<file path="src/rtl/ula_despacho_if.sv">
// Instruction channel of the issue/write-back stage: valid/ready handshake
// carrying the ALU control code and the destination/operand register indices.
interface ula_despacho_if #(
    parameter int BITS_END = 3
);
    logic                instr_valid;
    logic                instr_ready;
    logic [4:0]          instr_op;
    logic [BITS_END-1:0] instr_rd;
    logic [BITS_END-1:0] instr_ra;
    logic [BITS_END-1:0] instr_rb;

    // Issuer side: offers instructions, observes ready.
    modport master (
        output instr_valid, instr_op, instr_rd, instr_ra, instr_rb,
        input  instr_ready
    );

    // Stage side: accepts instructions, drives ready.
    modport slave (
        input  instr_valid, instr_op, instr_rd, instr_ra, instr_rb,
        output instr_ready
    );
endinterface

</file>
<file path="src/rtl/ula_despacho.sv">
// ula_despacho: issue/write-back stage around a combinational 16-bit ALU.
// Holds an 8-entry register bank (r0 hard-wired to zero), issues one
// instruction at a time through OCIOSO -> LEITURA -> EXECUTA -> ESCRITA,
// writes results back and updates the Z/C/S/O flag register through a
// per-opcode flag mask.
// Optional build macro ULA_DESPACHO_CONTADOR_EN adds instr_contagem, a
// 16-bit wrapping count of completed (written-back) instructions.
module ula_despacho #(
    parameter int BITS_PALAVRA = 16,
    parameter int NUM_REGS     = 8,
    parameter int BITS_END     = 3
) (
    input  logic                    clk,
    input  logic                    rst_n,

    input  logic                    carga_en,
    input  logic [BITS_END-1:0]     carga_rd,
    input  logic [BITS_PALAVRA-1:0] carga_dado,

    ula_despacho_if.slave           instr,

    output logic [4:0]              ula_controle,
    output logic [BITS_PALAVRA-1:0] ula_opA,
    output logic [BITS_PALAVRA-1:0] ula_opB,
    input  logic [BITS_PALAVRA-1:0] ula_resultado,
    input  logic                    ula_Z,
    input  logic                    ula_C,
    input  logic                    ula_S,
    input  logic                    ula_O,

    output logic                    flag_Z,
    output logic                    flag_C,
    output logic                    flag_S,
    output logic                    flag_O,

    output logic                    wb_valid,
    output logic [BITS_END-1:0]     wb_rd,
    output logic [BITS_PALAVRA-1:0] wb_dado,
    output logic                    erro_op,

    input  logic [BITS_END-1:0]     leit_end,
    output logic [BITS_PALAVRA-1:0] leit_dado
`ifdef ULA_DESPACHO_CONTADOR_EN
    ,
    output logic [15:0]             instr_contagem
`endif
);

    typedef enum logic [1:0] {
        OCIOSO,
        LEITURA,
        EXECUTA,
        ESCRITA
    } estado_t;

    estado_t                 estado;
    logic [BITS_PALAVRA-1:0] banco [NUM_REGS];

    // Latched instruction fields
    logic [4:0]              op_q;
    logic [BITS_END-1:0]     rd_q;
    logic [BITS_END-1:0]     ra_q;
    logic [BITS_END-1:0]     rb_q;

    // ALU result and flags captured in EXECUTA, ordered {Z, C, S, O}
    logic [BITS_PALAVRA-1:0] res_q;
    logic [3:0]              ula_flags_q;

    // Architectural flag register, ordered {Z, C, S, O}
    logic [3:0]              flags;

    // Opcodes the ALU does not implement: they still walk the FSM but never
    // write back.
    function automatic logic op_valido(input logic [4:0] op);
        return !(op inside {5'b00010, 5'b00111, [5'b01010:5'b01111]});
    endfunction

    // Which flags each opcode is allowed to update, ordered {Z, C, S, O}.
    function automatic logic [3:0] mascara_flags(input logic [4:0] op);
        if (op inside {5'b00000, 5'b00001, 5'b00011, 5'b00100, 5'b00101, 5'b00110})
            return 4'b1111;
        else if (op inside {5'b01000, 5'b01001})
            return 4'b1110;
        else if (op inside {5'b10001, 5'b10010, [5'b10100:5'b11110]})
            return 4'b1010;
        else
            return 4'b0000;
    endfunction

    // Ready only while idle and no direct load competes for the bank port.
    assign instr.instr_ready = (estado == OCIOSO) && !carga_en;

    // Debug read port; r0 always reads zero regardless of storage.
    assign leit_dado = (leit_end == '0) ? '0 : banco[leit_end];

    assign flag_Z = flags[3];
    assign flag_C = flags[2];
    assign flag_S = flags[1];
    assign flag_O = flags[0];

    // Issue FSM, register bank, ALU drive, write-back and flag update.
    // NOTE: every state element here is assigned with <= so all of them update
    // together from values sampled before the edge, independent of statement order.
    always_ff @(posedge clk) begin
        if (!rst_n) begin
            estado       <= OCIOSO;
            // NOTE: the bank is cleared by reset on purpose; this keeps it in
            // flops rather than a RAM macro, which is fine at eight words.
            for (int i = 0; i < NUM_REGS; i++) begin
                banco[i] <= '0;
            end
            op_q         <= '0;
            rd_q         <= '0;
            ra_q         <= '0;
            rb_q         <= '0;
            res_q        <= '0;
            ula_flags_q  <= '0;
            flags        <= '0;
            ula_controle <= '0;
            ula_opA      <= '0;
            ula_opB      <= '0;
            wb_valid     <= 1'b0;
            wb_rd        <= '0;
            wb_dado      <= '0;
            erro_op      <= 1'b0;
`ifdef ULA_DESPACHO_CONTADOR_EN
            instr_contagem <= '0;
`endif
        end else begin
            wb_valid <= 1'b0;
            erro_op  <= 1'b0;

            case (estado)
                OCIOSO: begin
                    if (carga_en) begin
                        if (carga_rd != '0) begin
                            banco[carga_rd] <= carga_dado;
                        end
                    end else if (instr.instr_valid) begin
                        op_q   <= instr.instr_op;
                        rd_q   <= instr.instr_rd;
                        ra_q   <= instr.instr_ra;
                        rb_q   <= instr.instr_rb;
                        estado <= LEITURA;
                    end
                end

                LEITURA: begin
                    // r0 is never written, so its storage reads zero here.
                    ula_opA      <= banco[ra_q];
                    ula_opB      <= banco[rb_q];
                    ula_controle <= op_q;
                    estado       <= EXECUTA;
                end

                EXECUTA: begin
                    res_q       <= ula_resultado;
                    ula_flags_q <= {ula_Z, ula_C, ula_S, ula_O};
                    estado      <= ESCRITA;
                end

                ESCRITA: begin
                    if (op_valido(op_q)) begin
                        if (rd_q != '0) begin
                            banco[rd_q] <= res_q;
                        end
                        wb_valid <= 1'b1;
                        wb_rd    <= rd_q;
                        wb_dado  <= res_q;
                        flags    <= (mascara_flags(op_q) & ula_flags_q)
                                  | (~mascara_flags(op_q) & flags);
`ifdef ULA_DESPACHO_CONTADOR_EN
                        instr_contagem <= instr_contagem + 16'd1;
`endif
                    end else begin
                        erro_op <= 1'b1;
                    end
                    estado <= OCIOSO;
                end

                default: estado <= OCIOSO;
            endcase
        end
    end

endmodule

</file>
<file path="src/flat_wrapper.sv">
// flat-port wrapper written by rule: the top's interface ports become plain ports
module ula_despacho_flat 
#(
    parameter int BITS_PALAVRA = 16,
    parameter int NUM_REGS     = 8,
    parameter int BITS_END     = 3
)
  (clk, rst_n, carga_en, carga_rd, carga_dado, ula_controle, ula_opA, ula_opB, ula_resultado, ula_Z, ula_C, ula_S, ula_O, flag_Z, flag_C, flag_S, flag_O, wb_valid, wb_rd, wb_dado, erro_op, leit_end, leit_dado, instr_instr_valid, instr_instr_op, instr_instr_rd, instr_instr_ra, instr_instr_rb, instr_instr_ready);
  ula_despacho_if #(.BITS_END(BITS_END)) instr_i ();
  input  logic clk;
  input  logic rst_n;
  input  logic carga_en;
  input  logic [BITS_END-1:0] carga_rd;
  input  logic [BITS_PALAVRA-1:0] carga_dado;
  output logic [4:0] ula_controle;
  output logic [BITS_PALAVRA-1:0] ula_opA;
  output logic [BITS_PALAVRA-1:0] ula_opB;
  input  logic [BITS_PALAVRA-1:0] ula_resultado;
  input  logic ula_Z;
  input  logic ula_C;
  input  logic ula_S;
  input  logic ula_O;
  output logic flag_Z;
  output logic flag_C;
  output logic flag_S;
  output logic flag_O;
  output logic wb_valid;
  output logic [BITS_END-1:0] wb_rd;
  output logic [BITS_PALAVRA-1:0] wb_dado;
  output logic erro_op;
  input  logic [BITS_END-1:0] leit_end;
  output logic [BITS_PALAVRA-1:0] leit_dado;
  input wire logic [$bits(instr_i.instr_valid)-1:0] instr_instr_valid;
  input wire logic [$bits(instr_i.instr_op)-1:0] instr_instr_op;
  input wire logic [$bits(instr_i.instr_rd)-1:0] instr_instr_rd;
  input wire logic [$bits(instr_i.instr_ra)-1:0] instr_instr_ra;
  input wire logic [$bits(instr_i.instr_rb)-1:0] instr_instr_rb;
  output wire logic [$bits(instr_i.instr_ready)-1:0] instr_instr_ready;
  assign instr_i.instr_valid = instr_instr_valid;
  assign instr_i.instr_op = instr_instr_op;
  assign instr_i.instr_rd = instr_instr_rd;
  assign instr_i.instr_ra = instr_instr_ra;
  assign instr_i.instr_rb = instr_instr_rb;
  assign instr_instr_ready = instr_i.instr_ready;
  ula_despacho #(.BITS_PALAVRA(BITS_PALAVRA), .NUM_REGS(NUM_REGS), .BITS_END(BITS_END)) u_core (.clk(clk), .rst_n(rst_n), .carga_en(carga_en), .carga_rd(carga_rd), .carga_dado(carga_dado), .instr(instr_i), .ula_controle(ula_controle), .ula_opA(ula_opA), .ula_opB(ula_opB), .ula_resultado(ula_resultado), .ula_Z(ula_Z), .ula_C(ula_C), .ula_S(ula_S), .ula_O(ula_O), .flag_Z(flag_Z), .flag_C(flag_C), .flag_S(flag_S), .flag_O(flag_O), .wb_valid(wb_valid), .wb_rd(wb_rd), .wb_dado(wb_dado), .erro_op(erro_op), .leit_end(leit_end), .leit_dado(leit_dado));
endmodule
</file>
<file path="config.mk">
export PLATFORM = sky130hd
export DESIGN_NAME = ula_despacho_flat
export DESIGN_NICKNAME = d
export VERILOG_FILES = /design/src/rtl/ula_despacho_if.sv /design/src/rtl/ula_despacho.sv /design/src/flat_wrapper.sv
export SDC_FILE = /design/constraint.sdc
export NUM_CORES = 1
export LEC_CHECK = 0
export CAP_MARGIN = 0
export CORE_ASPECT_RATIO = 0.6
export CORE_MARGIN = 3
export CORE_UTILIZATION = 51
export CTS_CLUSTER_SIZE = 8
export DETAILED_ROUTE_END_ITERATION = 10
export GPL_TIMING_DRIVEN = 0
export PLACE_DENSITY_LB_ADDON = 0.3
export SLEW_MARGIN = 15
export SYNTH_ARGS = -nofsm -noshare
export SYNTH_HDL_FRONTEND = slang
export SYNTH_SLANG_ARGS = --single-unit
</file>
<file path="constraint.sdc">
create_clock -name clk -period 2.56 [get_ports clk]
set_clock_uncertainty 0.1 [all_clocks]
set_input_delay 0.256 -clock clk [delete_from_list [all_inputs] [get_ports clk]]
set_output_delay 0.256 -clock clk [all_outputs]
set_load 0.005 [all_outputs]
</file>
== Yosys cells after proc, flatten, opt, wreduce, memory -nomap -nowiden ==
Memories as Yosys holds them, arrays and structs flattened. A register that Yosys moved wholly into a read port is not among the register bits.
Index checks and enable logic that the tools add are counted.
Word-level totals
  bits in registers: 66
  bits in writable memories: 128
  input bits: 60
  output and inout port bits: 79
  logic and storage cells: 90
  memories kept: 1
Memory list
  u_core.banco: depth 8, width 16, rd ports 3, clocked after Yosys merged registers in 2, write ports 8, line ula_despacho.sv:57  | logic [BITS_PALAVRA-1:0] banco [NUM_REGS];
Operators by class
  order comparisons: 4
  equality and inequality tests: 16
  muxes and demuxes: 29
  bitwise operators: 6
  reduce and logical (&&, ||, !) cells: 21
Operators by type and width (number)
  2-to-1 mux 16 bit: 3
  OR reduction 16 bit: 2
  2-to-1 mux 4 bit: 6
  equality test 5 x 3 -> 1 bit (second input constant): 4
  2-to-1 mux 1 bit: 15
  nonzero test 3 bit: 4
  equality test 5 x 2 -> 1 bit (second input constant): 2
  equality test 5 x 4 -> 1 bit (second input constant): 2
  equality test 5 bit (second input constant): 2
  AND 4 bit: 2
  one-hot mux 2 bit (4 select lines): 1
  2-to-1 mux 3 bit: 2
  AND reduction 2 bit: 3
  nonzero test 6 bit: 1
  equality test 5 x 1 -> 1 bit (second input constant): 1
  greater-or-equal comparator 5 x 4 -> 1 bit (second input constant): 1
  greater-or-equal comparator 5 bit (second input constant): 1
  <= comparator 5 x 4 -> 1 bit (second input constant): 1
  <= comparator 5 bit (second input constant): 1
  logical NOT 5 bit: 1
  equality test 2 bit (second input constant): 2
  2-to-1 mux 2 bit: 2
  inequality test 2 bit (second input constant): 2
  inverter 4 bit: 1
  9 further kinds: 14

== Depth between registers and ports, before layout ==
  word-level depth: 12
  mapped depth: 10

== Worst setup path after synthesis ==
OpenSTA, ideal clock, no wires.
  path kind: reg-to-reg
  start: reg u_core.estado[0]
  end: mem u_core.banco[2][0], enable pin
  library setup time: 372 ps
  arrival time: 2149 ps
  setup slack: -61 ps
  cell stages (with the launch flop): 8
  buffers on the path: 1
  clock period less this slack: 2621 ps
  cell sequence: dfxtp_1 > ha_1 > and2_1 > o221ai_4 > nor3b_1 > o211ai_2 > clkbuf_1 > nand2_1
RTL lines
  start, declared: line ula_despacho.sv:56  | estado_t estado;
  start signal, assigned: line ula_despacho.sv:106  | estado <= OCIOSO;
  start signal, assigned: line ula_despacho.sv:144  | estado <= LEITURA;
  start signal, assigned: line ula_despacho.sv:153  | estado <= EXECUTA;
  end, declared: line ula_despacho.sv:57

==> run metrics <==
status finished with violations; violated checks setup timing; Final ANT Viol Nets 0; synthesized cell area roughly 11000 sq um; period utilization 101%; pin count of the biggest net entering global routing 26; die area roughly 24000 sq um; Worst slew margin about a fifth; fmax about 0.39 GHz; CP max stage delay between 0.5 and 0.6 ns; post-layout minimum cycle time roughly 2.6 ns; Port Buffer Count 136; Avg Synthesized Cell Area ~12 sq um; Post-synth EDFFs between 100 and 150; IO Count about 140; vias in the first global route 8286; root buffer cell clkbuf_16; post-layout worst setup margin -0.0188 ns; CTS tree built; layout cells sized above 1 between 20% and 30%; power density cells between 700 and 800 nW/um^2; later-pin clock latency in the skew report about 0.50 ns; CTS sink cnt 226; GPL Wtd Cong between 0.9 and 1; Yosys top cell area share 34.3%; top post-synthesis cells by count 165 x nor2_1, 128 x edfxtp_1, 98 x dfxtp_1; Met3 Wirelength between 4 and 5 mm; most instantiated library cell after synthesis nor2_1; maxcap violations 0; crit path kind reg -> reg; final instance area 14700 sq um; Total Power between 10000 and 15000 uW; leading area contributor after synthesis edfxtp_1; antenna diode count 0; die height ~120 um; DR vias/cell between 5 and 6; First DRT Iteration DRCs slightly above 1000; core area between 20000 and 25000 sq um; Final Setup Violations 16; initial core utilization 52.6%; Leak 0.00497 uW; crit path DAT roughly 2.7 ns; WP data required approximately 2.6 ns; TritonRoute pass-1 iters 5; Longest Clk Path Bufs 3; metal2 WL ~13 mm; Netlist cell types between 50 and 60; final slew viol count 0; sequential share of the synthesized area approximately half; reg2reg setup slack -0.02 ns; drt wl/cell around 23 um; first-pass GRT wire length 49.6 mm; Layout area overhead 31.2%; Worst IR Drop VDD ~0.00044 V; worst hold path type in -> reg; area of placed instances ~13000 sq um; DP HPWL ~24 mm; top_reg_cell synth edfxtp_1; RSZ-0062 raised after global routing yes; H-tree Lvls 2; drt drc 0; CP Launch Type register; Synthesis Warnings 0; worst path cell trace ha_4 > and2_1 > o221ai_4 > or4_4 > a2bb2o_4 > buf_6 > buf_12 > nand2_8; via count between 8000 and 9000; Post-Syn Instances roughly 910; Final Hold Viols 0; max layer used met4; FF+latch count, synth 226; Synth area leaders edfxtp_1 34%, dfxtp_1 18%, mux4_2 16%; Net count, final between 1000 and 1500; Worst-Margin Slew 1.18 ns; CTS buffer count 34; crit path max fanout 16; all-layer global routing usage 27.7%; Clock transition at path regs ~0.050 ns; multi-input gate area in the final layout roughly 5400 sq um; asr flop ratio synth 0%; GRT overflow 0; FILL cells around 1500; final WL 32.8 mm; CP max-delay cell or4_4; register area roughly 5800 sq um; Die X 197 um; row count ~40; Metal-1 WL about 14 mm; Critical Path Sink Type register; initial antenna violation count 0
==> final timing paths <==
check,startpoint,cells past startpoint,end
hold / removal,instr_instr_rd[0],3,u_core.rd_q[0]$_SDFFE_PN0P_
hold reg to reg,register,2,register
setup reg to reg,u_core.estado[1]$_SDFFE_PN0P_,8,u_core.banco[1][0]$_SDFFCE_PN0P_
setup / recovery,u_core.estado[1]$_SDFFE_PN0P_,8,u_core.banco[1][0]$_SDFFCE_PN0P_
==> sequential cells by signal (all words and copies together) (netlist names), 4 cells and up, named ones only <==
signal / flops
u_core.wb_dado: 16
u_core.banco: 128
u_core.ula_opA: 16
u_core.res_q: 16
u_core.ula_controle: 5
u_core.ula_opB: 16
u_core.op_q: 5
u_core.ula_flags_q: 4
==> power by group <==
group | internal, uW | switching [uW]
registers | 4300 | 325
logic | 1400 | 1410
clock network | 2650 | 1590
==> through the flow <==
stage                     instances  setup TNS, ns  worst slack (ns)  hold WS (ns)  utilization, %
after floorplan                 924              0            0.0358         0.292               -
after global placement         1339        -141.73            -0.715         0.342            60.9
after detailed placement       1339        -139.92            -0.760         0.350            60.9
after CTS                      1416              0           0.00960         0.204            68.1
after global routing           1428         -0.989           -0.0609         0.217            69.0
final                          1428         -0.163           -0.0188         0.205            69.0
==> critical path: cells and delay by family (launching register included) <==
kind            cells  cell delay [ns]
fa+ha+maj           1             0.20
compound gates      2             0.41
buf+inv             2             0.30
flops               1             0.37
simple gates        3             0.86
==> cells in the final DEF, fill, tap and decap left out, types with 15 or more instances in the layout <==
master,count
edfxtp_1,128
buf_4,23
clkdlybuf4s50_1,134
nor2_1,165
clkbuf_1,55
mux4_2,80
clkbuf_16,37
mux2_2,15
conb_1,16
mux2i_1,62
nand2_1,87
dfxtp_1,96
a211oi_1,33
a21oi_1,41
o21ai_0,15
==> logic make-up after synthesis <==
kind of cell	after synthesis	share of synthesized area (%)
adders and majority gates	5	0.536
and+or+nand+nor	294	11.1
AOI/OAI and AO/OA	124	8.00
DFF	226	51.8
muxes	173	24.8
xor gates and xnor gates	1	0.0782
other	1	0.0335
buffers and inverters	85	3.56
==> final cells by class <==
type | count | share of cell area [%]
clock buffer | 58 | 6.84
inverter | 11 | 0.298
sequential | 226 | 39.6
multi-input combinational | 613 | 36.5
timing repair buffer | 166 | 11.7
clock inverter | 1 | 0.0596
tap | 279 | 2.38
buffer | 74 | 2.72
==> layer usage <==
metal	up-vias	track usage, %
met4	0	5.47
met2	553	37.9
li1	3806	-
met1	4137	42.2
met5	-	0
met3	46	10.3
==> what timing repair did <==
item | 4_1_cts | 5_1_grt
pin swaps | 5 | 4
setup buffers | 18 | 12
resized for setup | 50 | 23
endpoints found under the setup margin | 240 | 146
hold buffers | 0 | 0
Note: power is estimated with default switching activity, not from simulation.
